===== src/rtl/seg7_pkg.sv =====
// Shared seven-segment definitions for the scroller and the scan stage.
// Character codes: 0-9 digits, 10-35 letters A-Z, 36 blank, 37 dash,
// 38-63 blank. Glyph bytes are abcdefgh, active-low (0 = segment lit).
package seg7_pkg;

  localparam logic [5:0]  CH_BLANK     = 6'd36;
  localparam logic [5:0]  CH_DASH      = 6'd37;
  localparam logic [7:0]  GLYPH_BLANK  = 8'hFF;
  localparam logic [7:0]  GLYPH_DASH   = 8'hFD;
  localparam logic [31:0] GLYPHS_BLANK = {4{GLYPH_BLANK}};

  typedef enum logic {
    ST_IDLE,
    ST_SCROLL
  } scroll_state_t;

  // K, M, V, W and X have no true seven-segment form; the bytes used for
  // them are fixed approximations.
  function automatic logic [7:0] char_to_glyph(input logic [5:0] code);
    logic [7:0] g;
    case (code)
      6'd0:    g = 8'h03;
      6'd1:    g = 8'h9F;
      6'd2:    g = 8'h25;
      6'd3:    g = 8'h0D;
      6'd4:    g = 8'h99;
      6'd5:    g = 8'h49;
      6'd6:    g = 8'h41;
      6'd7:    g = 8'h1F;
      6'd8:    g = 8'h01;
      6'd9:    g = 8'h09;
      6'd10:   g = 8'h11; // A
      6'd11:   g = 8'hC1; // b
      6'd12:   g = 8'h63; // C
      6'd13:   g = 8'h85; // d
      6'd14:   g = 8'h61; // E
      6'd15:   g = 8'h71; // F
      6'd16:   g = 8'h43; // G
      6'd17:   g = 8'h91; // H
      6'd18:   g = 8'h9F; // I
      6'd19:   g = 8'h87; // J
      6'd20:   g = 8'h51; // K (approx)
      6'd21:   g = 8'hE3; // L
      6'd22:   g = 8'h55; // M (approx)
      6'd23:   g = 8'hD5; // n
      6'd24:   g = 8'hC5; // o
      6'd25:   g = 8'h31; // P
      6'd26:   g = 8'h19; // q
      6'd27:   g = 8'hF5; // r
      6'd28:   g = 8'h49; // S
      6'd29:   g = 8'hE1; // t
      6'd30:   g = 8'h83; // U
      6'd31:   g = 8'hC7; // V (approx)
      6'd32:   g = 8'hAB; // W (approx)
      6'd33:   g = 8'h93; // X (approx)
      6'd34:   g = 8'h89; // y
      6'd35:   g = 8'h25; // Z
      CH_DASH: g = GLYPH_DASH;
      default: g = GLYPH_BLANK;
    endcase
    return g;
  endfunction

endpackage


===== src/rtl/word_scroller_if.sv =====
// Character load / control / display bus of word_scroller.
//   char_valid, char_code, char_ready : character handshake
//   clear, start, stop                : single-cycle control pulses
//   glyphs, busy                      : display output and scroll status
// master = feeder/controller side, slave = word_scroller.
interface word_scroller_if;
  logic        char_valid;
  logic [5:0]  char_code;
  logic        char_ready;
  logic        clear;
  logic        start;
  logic        stop;
  logic [31:0] glyphs;
  logic        busy;

  modport master (
    output char_valid, char_code, clear, start, stop,
    input  char_ready, glyphs, busy
  );

  modport slave (
    input  char_valid, char_code, clear, start, stop,
    output char_ready, glyphs, busy
  );
endinterface


===== src/rtl/strobe_gen.sv =====
// Step strobe: counts 0..PERIOD-1 and flags the last count with tick, giving
// one single-cycle tick every PERIOD cycles. clr holds the count at zero.
//   clk, reset : clock, synchronous active-high reset
//   clr        : synchronous counter clear
//   tick       : high for one cycle every PERIOD cycles
module strobe_gen #(
  parameter int unsigned PERIOD = 8388608
) (
  input  logic clk,
  input  logic reset,
  input  logic clr,
  output logic tick
);
  localparam int unsigned W = (PERIOD > 1) ? $clog2(PERIOD) : 1;

  logic [W-1:0] r_cnt;
  logic         w_last;

  assign w_last = (r_cnt == W'(PERIOD - 1));
  assign tick   = w_last;

  always_ff @(posedge clk) begin
    if (reset || clr) begin
      r_cnt <= '0;
    end else if (w_last) begin
      r_cnt <= '0;
    end else begin
      r_cnt <= r_cnt + W'(1);
    end
  end
endmodule


===== src/rtl/word_scroller.sv =====
// Message buffer and right-to-left scroller feeding the 4-digit scan stage.
// Characters are loaded while idle; start scrolls the message (followed by
// four blanks) through a 4-digit window, one position per STEP_CYCLES.
//   clk, reset : clock, synchronous active-high reset
//   bus        : char handshake, clear/start/stop pulses, glyphs, busy
module word_scroller
  import seg7_pkg::*;
#(
  parameter int unsigned DEPTH       = 16,
  parameter int unsigned STEP_CYCLES = 8388608
) (
  input  logic            clk,
  input  logic            reset,
  word_scroller_if.slave  bus
);
  localparam int unsigned AW = $clog2(DEPTH);
  localparam int unsigned CW = AW + 1;  // count spans 0..DEPTH
  localparam int unsigned IW = CW + 1;  // p + 3 stays below 4*DEPTH

  scroll_state_t r_state;
  logic [CW-1:0] r_count;
  logic [IW-1:0] r_p;
  logic [5:0]    r_buf [DEPTH];
  logic [31:0]   r_glyphs;

  logic          w_ready;
  logic          w_wr;
  logic          w_tick;
  logic          w_strobe_clr;
  logic [IW-1:0] w_len;
  logic [IW-1:0] w_p_next;
  logic [31:0]   w_window;

  assign w_ready      = (r_state == ST_IDLE) && (r_count < CW'(DEPTH));
  assign w_wr         = bus.char_valid && w_ready;
  assign w_len        = IW'(r_count) + IW'(4);
  assign w_p_next     = (r_p + IW'(1) == w_len) ? '0 : r_p + IW'(1);
  assign w_strobe_clr = (r_state != ST_SCROLL);

  strobe_gen #(.PERIOD(STEP_CYCLES)) u_strobe (
    .clk   (clk),
    .reset (reset),
    .clr   (w_strobe_clr),
    .tick  (w_tick)
  );

  always_ff @(posedge clk) begin
    if (reset) begin
      r_state <= ST_IDLE;
      r_count <= '0;
      r_p     <= '0;
    end else if (bus.clear) begin
      r_state <= ST_IDLE;
      r_count <= '0;
      r_p     <= '0;
    end else if (r_state == ST_SCROLL) begin
      if (bus.stop) begin
        r_state <= ST_IDLE;
        r_p     <= '0;
      end else if (w_tick) begin
        r_p <= w_p_next;
      end
    end else begin
      if (w_wr) begin
        r_count <= r_count + CW'(1);
      end
      // A same-cycle write counts toward a non-empty message.
      if (bus.start && !bus.stop && ((r_count != '0) || w_wr)) begin
        r_state <= ST_SCROLL;
        r_p     <= '0;
      end
    end
  end

  // No reset: entries at or above count are never displayed. A write
  // coinciding with clear lands here but is unreachable once count is 0.
  always_ff @(posedge clk) begin
    if (w_wr) begin
      r_buf[r_count[AW-1:0]] <= bus.char_code;
    end
  end

  // Window over the virtual stream: message then four blanks, modulo L.
  always_comb begin
    logic [IW-1:0] idx;
    logic [5:0]    code;
    w_window = '1;
    idx      = '0;
    code     = CH_BLANK;
    for (int unsigned d = 0; d < 4; d++) begin
      idx = r_p + IW'(d);
      if (idx >= w_len) begin
        idx = idx - w_len;
      end
      code = (idx < IW'(r_count)) ? r_buf[idx[AW-1:0]] : CH_BLANK;
      w_window[31 - 8*d -: 8] = char_to_glyph(code);
    end
  end

  always_ff @(posedge clk) begin
    if (reset) begin
      r_glyphs <= GLYPHS_BLANK;
    end else begin
      r_glyphs <= (r_state == ST_SCROLL) ? w_window : GLYPHS_BLANK;
    end
  end

  assign bus.char_ready = w_ready;
  assign bus.busy       = (r_state == ST_SCROLL);
  assign bus.glyphs     = r_glyphs;
endmodule


===== src/flat_wrapper.sv =====
// flat-port wrapper written by rule: the top's interface ports become plain ports
module word_scroller_flat import seg7_pkg::*;
#(
  parameter int unsigned DEPTH       = 16,
  parameter int unsigned STEP_CYCLES = 8388608
)
  (clk, reset, bus_char_valid, bus_char_code, bus_clear, bus_start, bus_stop, bus_char_ready, bus_glyphs, bus_busy);
  word_scroller_if bus_i ();
  input  logic clk;
  input  logic reset;
  input wire logic [$bits(bus_i.char_valid)-1:0] bus_char_valid;
  input wire logic [$bits(bus_i.char_code)-1:0] bus_char_code;
  input wire logic [$bits(bus_i.clear)-1:0] bus_clear;
  input wire logic [$bits(bus_i.start)-1:0] bus_start;
  input wire logic [$bits(bus_i.stop)-1:0] bus_stop;
  output wire logic [$bits(bus_i.char_ready)-1:0] bus_char_ready;
  output wire logic [$bits(bus_i.glyphs)-1:0] bus_glyphs;
  output wire logic [$bits(bus_i.busy)-1:0] bus_busy;
  assign bus_i.char_valid = bus_char_valid;
  assign bus_i.char_code = bus_char_code;
  assign bus_i.clear = bus_clear;
  assign bus_i.start = bus_start;
  assign bus_i.stop = bus_stop;
  assign bus_char_ready = bus_i.char_ready;
  assign bus_glyphs = bus_i.glyphs;
  assign bus_busy = bus_i.busy;
  word_scroller #(.DEPTH(DEPTH), .STEP_CYCLES(STEP_CYCLES)) u_core (.clk(clk), .reset(reset), .bus(bus_i));
endmodule

===== config.mk =====
export PLATFORM = sky130hd
export DESIGN_NAME = word_scroller_flat
export DESIGN_NICKNAME = d
export VERILOG_FILES = /design/src/rtl/seg7_pkg.sv /design/src/rtl/word_scroller_if.sv /design/src/rtl/strobe_gen.sv /design/src/rtl/word_scroller.sv /design/src/flat_wrapper.sv
export SDC_FILE = /design/constraint.sdc
export NUM_CORES = 1
export LEC_CHECK = 0
export CORE_MARGIN = 1.5
export CORE_UTILIZATION = 50
export CTS_CLUSTER_DIAMETER = 50
export DETAILED_ROUTE_END_ITERATION = 7
export PLACE_DENSITY_LB_ADDON = 0.25
export SYNTH_ARGS = -nofsm -noshare
export SYNTH_HDL_FRONTEND = slang
export SYNTH_HIERARCHICAL = 1
export SYNTH_SLANG_ARGS = --single-unit
export TNS_END_PERCENT = 20

===== constraint.sdc =====
create_clock -name clk -period 15.5 [get_ports clk]
set_clock_uncertainty 0.1 [all_clocks]
set_input_delay 1.55 -clock clk [delete_from_list [all_inputs] [get_ports clk]]
set_output_delay 1.55 -clock clk [all_outputs]
set_load 0.02 [all_outputs]

==> Word level (Yosys, flattened, before mapping) <==
Memories as Yosys holds them, arrays and structs flattened. A register that Yosys moved wholly into a read port is not among the register bits.
Cells that the tools add are included.
{ "totals": {"regBits": 67, "ramBits": 96, "mem_bits_ro": 1792, "elab_cells": 65, "n_memories": 5} }
{ "mem_list": {"columns": ["memory", "depth", "word_bits", "rd", "rd_ports_with_merged_regs", "wr", "line_no", "text"], "rows": [
  ["(no name shown)", 64, 7, 1, 1, 0, "seg7_pkg.sv:21", "case (code)"],
  ["(no name shown)", 64, 7, 1, 1, 0, "seg7_pkg.sv:21", null],
  ["(no name shown)", 64, 7, 1, 1, 0, "seg7_pkg.sv:21", null],
  ["(no name shown)", 64, 7, 1, 1, 0, "seg7_pkg.sv:21", null],
  ["u_core.r_buf", 16, 6, 4, 0, 1, "word_scroller.sv:23", "logic [5:0] r_buf [DEPTH];"]
]} }
{ "op_classes": {"n_addsub": 10, "order_cmp": 9, "n_eq_ne": 3, "muxes": 18, "bitwise": 1, "n_reduce_logical": 14} }
{ "ops": {"columns": ["cell", "n"], "rows": [
  ["6-bit two-way mux", 13],
  ["6-bit greater-or-equal comparator", 4],
  ["6-bit by 5-bit < comparator with 1-bit output", 4],
  ["6-bit subtractor", 4],
  ["23-bit by 1-bit adder with 23-bit output (second input constant)", 1],
  ["23-bit equality test (second input constant)", 1],
  ["6-bit by 2-bit adder with 6-bit output (second input constant)", 2],
  ["5-bit by 3-bit adder with 6-bit output (second input constant)", 1],
  ["6-bit by 1-bit adder with 6-bit output (second input constant)", 1],
  ["6-bit equality test", 1],
  ["2-bit OR reduction", 3],
  ["5-bit by 1-bit adder with 5-bit output (second input constant)", 1],
  ["5-bit < comparator (second input constant)", 1],
  ["1-bit two-way mux", 5],
  ["5-bit nonzero test", 1],
  ["1-bit logical AND", 4],
  ["2-bit AND reduction", 2],
  ["3-bit inequality test (second input constant)", 1],
  ["1-bit logical OR", 2],
  ["2-bit nonzero test", 1],
  ["1-bit logical NOT", 1],
  ["1-bit NOT", 1]
]} }

==> Depth between registers and ports, before layout <==
{ "depth": {"depth_word": 7, "mapped_depth": 29, "depth_no_buf": 26} }

==> Hierarchy <==
The synthesis kept the hierarchy.
{ "modules_own_cells": {"columns": ["mod", "instances", "cells_per_inst", "area_each_um2", "seq_area_each_um2"], "rows": [
  ["word_scroller", 1, 1432, 12918.6, 3683.5],
  ["strobe_gen", 1, 124, 1053.5, 460.4]
]} }

==> Worst setup path after synthesis <==
OpenSTA, ideal clock, no wires.
{ "synth_path": {"path_kind": "register to register", "from": "reg u_core.r_count[2]", "to": "reg u_core.r_glyphs[20] (netlist: u_core/bus.glyphs[20])", "setup_time_ps": 126, "arrival_ps": 6085, "required_time_ps": 15274, "slack_ps": 9190, "stages_incl_launch_ff": 27, "path_buffers": 3, "cell_sequence": "dfxtp_1 inv_1 ha_1 buf_6 inv_1 ha_1 a21o_1 a221o_1 a21oi_2 buf_2 mux2i_1 inv_1 ha_1 o21a_1 o21a_1 o21ai_0 a31oi_1 a211oi_1 o31a_1 nand2_1 o32ai_1 buf_2 inv_1 ha_1 mux2_1 a2111oi_2 o22ai_1"} }
{ "synth_via": {"elab_chain_cells": 5, "word_cells_on_any_way": 7, "cone_classes": "2 x add/sub; 2 x order compare; 2 x mux; 1 x memory"} }
{ "synth_lines": {"columns": ["element", "line_no", "text"], "rows": [
  ["start, declared", "word_scroller.sv:21", "logic [CW-1:0] r_count;"],
  ["start signal, assigned", "word_scroller.sv:65", "r_count <= r_count + CW'(1);"],
  ["5-bit by 3-bit adder with 6-bit output", "word_scroller.sv:36", "assign w_len = IW'(r_count) + IW'(4);"],
  ["6-bit subtractor / 6-bit greater-or-equal comparator (equally long branches)", "word_scroller.sv:93, word_scroller.sv:92", null],
  ["6-bit two-way mux", "word_scroller.sv:92", "if (idx >= w_len) begin"],
  ["memory 16 x 6 bit / 6-bit by 5-bit < comparator with 1-bit output (equally long branches)", null, null],
  ["6-bit two-way mux *", "word_scroller.sv:95", "code = (idx < IW'(r_count)) ? r_buf[idx[AW-1:0]] : CH_BLANK;"],
  ["end, declared", "word_scroller.sv:24", "logic [31:0] r_glyphs;"]
]} }
Mark *: on every way between the ends. The rest lies on a longest branch, timed or not.
A chain may end at the register's enable or synchronous reset.

==> Worst setup path after layout <==
Ends and elaborated chain as after synthesis.

==> impl_metrics.sql <==
INSERT INTO impl_metrics (metric_group, metric, value, unit) VALUES
('global_route', 'grt_antenna_before_repair', '0', ''),
('clocking', 'cts_root_buffer', 'sky130_fd_sc_hd__clkbuf_16', ''),
('final_layout', 'final_cell_count_no_fill', '1946', ''),
('clocking', 'holdBufCountCts', '0', ''),
('floorplan', 'die-height', '170', 'um'),
('clocking', 'number_of_sinks_handled_by_clock_tree_synthesis', '159', ''),
('synthesis', 'synth_top_cell_by_area', 'sky130_fd_sc_hd__edfxtp_1', ''),
('outcome', 'outcome', 'completed', ''),
('synthesis', 'syn_avg_cell_area', '8.98', 'um^2'),
('global_route', 'grt_pass1_wl', '70000', 'um'),
('place', 'dpl_wire_length', '34300', 'um'),
('power_and_ir_drop', 'cellLeakagePower', '5.62', 'nW'),
('detailed_routing', 'drt_iter0_drc', '1933', ''),
('synthesis', 'synthTopCellsByArea', 'sky130_fd_sc_hd__edfxtp_1 (21%), sky130_fd_sc_hd__dfxtp_1 (9.0%), sky130_fd_sc_hd__mux2i_1 (9.0%)', ''),
('timing', 'slew_violations', '0', ''),
('floorplan', 'std_cell_rows', '61', ''),
('timing', 'layout_min_cycle_time', '7.90', 'ns'),
('timing', 'rsz_0062_raised_after_global_routing', 'false', ''),
('timing', 'fmax', '127', 'MHz'),
('global_route', 'via_count_of_the_first_global_routing_pass', '12000', ''),
('critical_path', 'critPathRequiredTime', '15.72', 'ns'),
('power_and_ir_drop', 'max-vdd-ir-drop', '0.0745', 'mV'),
('min_path', 'min_path_type', 'reg -> reg', ''),
('timing', 'timing.final.crit_share', '51.0', '%'),
('power_and_ir_drop', 'p_switching', '222', 'uW'),
('critical_path', 'worst-endpoint-arrival', '8.12', 'ns'),
('synthesis', 'synth_seq_area_share', '29.7', '%'),
('final_layout', 'fillerInstances', '2521', ''),
('power_and_ir_drop', 'cell_internal_pwr', '729', 'uW'),
('job', 'timing.max_cap.violations', '0', ''),
('detailed_routing', 'drt_pre_antenna_iters', '7', ''),
('synthesis', 'postSynthCellCount', '1556', ''),
('synthesis', 'yosys_warnings', '34', ''),
('floorplan', 'dieArea', '0.0290', 'mm^2'),
('timing', 'worst_hold_slack', '0.375', 'ns'),
('timing', 'timing_worst_slew_pin_value', '1.23', 'ns'),
('timing', 'timing.final.setup_violations', '0', ''),
('final_layout', 'sequential_cell_area', '0.00414', 'mm^2'),
('final_layout', 'layout-drive-gt1-share', '8.48', '%'),
('floorplan', 'die_span_x', '170', 'um'),
('clocking', 'clk_transition_reported_paths', '0.07', 'ns'),
('detailed_routing', 'total_wire_length_after_detailed_routing', '46200', 'um'),
('power_and_ir_drop', 'seq_power_share', '47.6', '%'),
('critical_path', 'crit_path_max_fanout', '26', ''),
('final_layout', 'num_antenna_cells', '0', ''),
('clocking', 'clock_tree_from_tritoncts', 'done', ''),
('critical_path', 'crit_type', 'reg -> reg', ''),
('synthesis', 'synth_cell_type_count', '116', ''),
('critical_path', 'worstSetupEndpointType', 'flop', ''),
('clocking', 'postCtsResizedCells', '0', ''),
('critical_path', 'timing.critical_path.from_type', 'flop', ''),
('power_and_ir_drop', 'power', '951', 'uW'),
('clocking', 'tritoncts.num_buffers', '17', ''),
('floorplan', 'boundaryPins', '46', ''),
('detailed_routing', 'vias_per_cell', '6.68', ''),
('power_and_ir_drop', 'combPwrFrac', '5.3', '%'),
('synthesis', 'ys.flop_type', 'sky130_fd_sc_hd__edfxtp_1', ''),
('final_layout', 'multiInputGateArea', '0.00905', 'mm^2'),
('floorplan', 'initial_utilization', '50.6', '%'),
('place', 'portBuffers', '41', ''),
('synthesis', 'post_synth_instance_area', '0.0140', 'mm^2'),
('detailed_routing', 'dr_total_vias', '13000', ''),
('place', 'routabilityCongestion', '0.969', ''),
('power_and_ir_drop', 'clkPwrFrac', '47.1', '%'),
('clocking', 'cts_setup_buffers', '0', ''),
('floorplan', 'design.core.area', '0.0276', 'mm^2'),
('synthesis', 'synth_enable_flop_cells', '96', ''),
('synthesis', 'synthesized_flop_and_latch_total', '159', ''),
('final_layout', 'synthToLayoutAreaGrowth', '8.67', '%'),
('place', 'dp_cells', '1914', ''),
('timing', 'timing.final.hold_violations', '0', '');
-- power groups by stage --
stage               combinational [mW]  clock, mW  sequential (mW)
floorplan                       0.0334          0            0.461
global placement                0.0489          0            0.462
detailed placement              0.0491          0            0.462
CTS                             0.0493      0.453            0.452
global route                    0.0547      0.470            0.452
finish                          0.0508      0.447            0.452
-- cell type report --
cell class              count  share of cell area (%)
clock buffers              19                    2.92
repair buffers             60                    3.64
multi-input cells        1226                    59.6
well taps                 378                    3.11
inverters                  91                    2.30
flip-flops and latches    159                    27.3
clock inverters            13                    1.15
-- through the flow --
stage / cell area (um^2) / worst slack (ns) / util [%]
final: 15200 / 7.60 / 55.0
after global routing: 15200 / 7.11 / 55.0
after CTS: 15200 / 7.73 / 55.0
after detailed placement: 14600 / 7.73 / 52.7
after global placement: 14600 / 7.96 / 52.7
after floorplan: 14000 / 9.19 / -
-- cell families (layout without fill, tap and decap cells) --
group | count (synthesis) | count (layout) | synth area share, %
buffers and inverters | 174 | 183 | 5.83
adders and majority gates | 85 | 85 | 7.81
xor gates and xnor gates | 43 | 43 | 2.89
other | 1 | 4 | 0.0268
AOI/OAI and AO/OA | 437 | 437 | 23.2
and+or+nand+nor | 492 | 492 | 17.5
DFF | 159 | 159 | 29.7
muxes | 165 | 165 | 13.1
-- synth_stat cells, types with 33 or more instances --
master,number
sky130_fd_sc_hd__a211oi_1,33
sky130_fd_sc_hd__a21oi_1,72
sky130_fd_sc_hd__buf_2,35
sky130_fd_sc_hd__dfxtp_1,63
sky130_fd_sc_hd__edfxtp_1,96
sky130_fd_sc_hd__ha_1,80
sky130_fd_sc_hd__inv_1,82
sky130_fd_sc_hd__mux2i_1,126
sky130_fd_sc_hd__nand2_1,152
sky130_fd_sc_hd__nand3_1,43
sky130_fd_sc_hd__nor2_1,109
sky130_fd_sc_hd__o211ai_1,39
sky130_fd_sc_hd__o21ai_0,56
-- registers in the layout, indices dropped and copies added, names as in the netlist --
signal / count
u_core/bus.busy: 1
u_core/bus.glyphs: 28
u_core/r_buf: 96
u_core/r_count: 5
u_core/r_p: 6
u_core/u_strobe/r_cnt: 23
-- critical path, stage by stage, from the launching register on --
cell and delay, ns:
sky130_fd_sc_hd__dfxtp_1 0.56, sky130_fd_sc_hd__inv_1 0.28, sky130_fd_sc_hd__ha_1 0.56, sky130_fd_sc_hd__inv_1 0.23, sky130_fd_sc_hd__ha_1 0.36, sky130_fd_sc_hd__a21o_1 0.20
sky130_fd_sc_hd__a221o_1 0.38, sky130_fd_sc_hd__a21oi_2 0.58, sky130_fd_sc_hd__mux2i_4 1.03, sky130_fd_sc_hd__ha_1 0.41, sky130_fd_sc_hd__a21o_1 0.16, sky130_fd_sc_hd__a211oi_1 0.24
sky130_fd_sc_hd__a31oi_1 0.11, sky130_fd_sc_hd__a211oi_1 0.32, sky130_fd_sc_hd__o31a_1 0.30, sky130_fd_sc_hd__nand2_1 0.16, sky130_fd_sc_hd__o32ai_1 0.35, sky130_fd_sc_hd__buf_4 0.26
sky130_fd_sc_hd__inv_1 0.10, sky130_fd_sc_hd__ha_1 0.24, sky130_fd_sc_hd__mux2_1 0.32, sky130_fd_sc_hd__a2111oi_2 0.38, sky130_fd_sc_hd__o22ai_1 0.13
-- worst paths after layout --
| kind | startpoint | end | slack (ns) | cells past startpoint |
|---|---|---|---|---|
| worst max-delay path | u_core/r_count[2] | u_core/bus.glyphs[20] | 7.60 | 22 |
| worst min-delay path | u_core/u_strobe/r_cnt[0] | u_core/u_strobe/r_cnt[0] | 0.37 | 1 |
| worst max register to register | u_core/r_count[2] | u_core/bus.glyphs[20] | 7.60 | 22 |
| worst min register to register | u_core/u_strobe/r_cnt[0] | u_core/u_strobe/r_cnt[0] | 0.37 | 1 |
-- layer usage --
| layer | track usage [%] | wire (um) | part of all wire [%] |
|---|---|---|---|
| met5 | 0 | 0 | 0 |
| met1 | 43.1 | 19100 | 41 |
| met4 | 12.9 | 1650 | 3.6 |
| met3 | 5.42 | 4610 | 10 |
| met2 | 50.2 | 20900 | 45 |
-- cell usage in the layout (no fill, tap or decap), types with 15 or more instances in the layout --
cell type,Yosys,routed
sky130_fd_sc_hd__ha_1,80,80
sky130_fd_sc_hd__buf_4,11,19
sky130_fd_sc_hd__nand3_1,43,43
sky130_fd_sc_hd__o31ai_1,16,16
sky130_fd_sc_hd__nor2b_1,18,18
sky130_fd_sc_hd__nand4_1,20,20
sky130_fd_sc_hd__xnor2_1,29,29
sky130_fd_sc_hd__mux2i_1,126,124
sky130_fd_sc_hd__a221oi_1,17,17
sky130_fd_sc_hd__and3_1,29,29
sky130_fd_sc_hd__a22oi_1,23,23
sky130_fd_sc_hd__nor3_1,21,21
sky130_fd_sc_hd__clkdlybuf4s50_1,0,41
sky130_fd_sc_hd__inv_1,82,82
sky130_fd_sc_hd__clkbuf_16,0,17
sky130_fd_sc_hd__a211oi_1,33,33
sky130_fd_sc_hd__edfxtp_1,96,96
sky130_fd_sc_hd__a21oi_1,72,72
sky130_fd_sc_hd__o21ai_0,56,55
sky130_fd_sc_hd__a21o_1,15,15
sky130_fd_sc_hd__nor2_1,109,109
sky130_fd_sc_hd__mux2_2,21,21
sky130_fd_sc_hd__nand2_1,152,152
sky130_fd_sc_hd__o211ai_1,39,39
sky130_fd_sc_hd__nor4_1,15,15
sky130_fd_sc_hd__dfxtp_1,63,63
(Power assumes the default switching activity.)
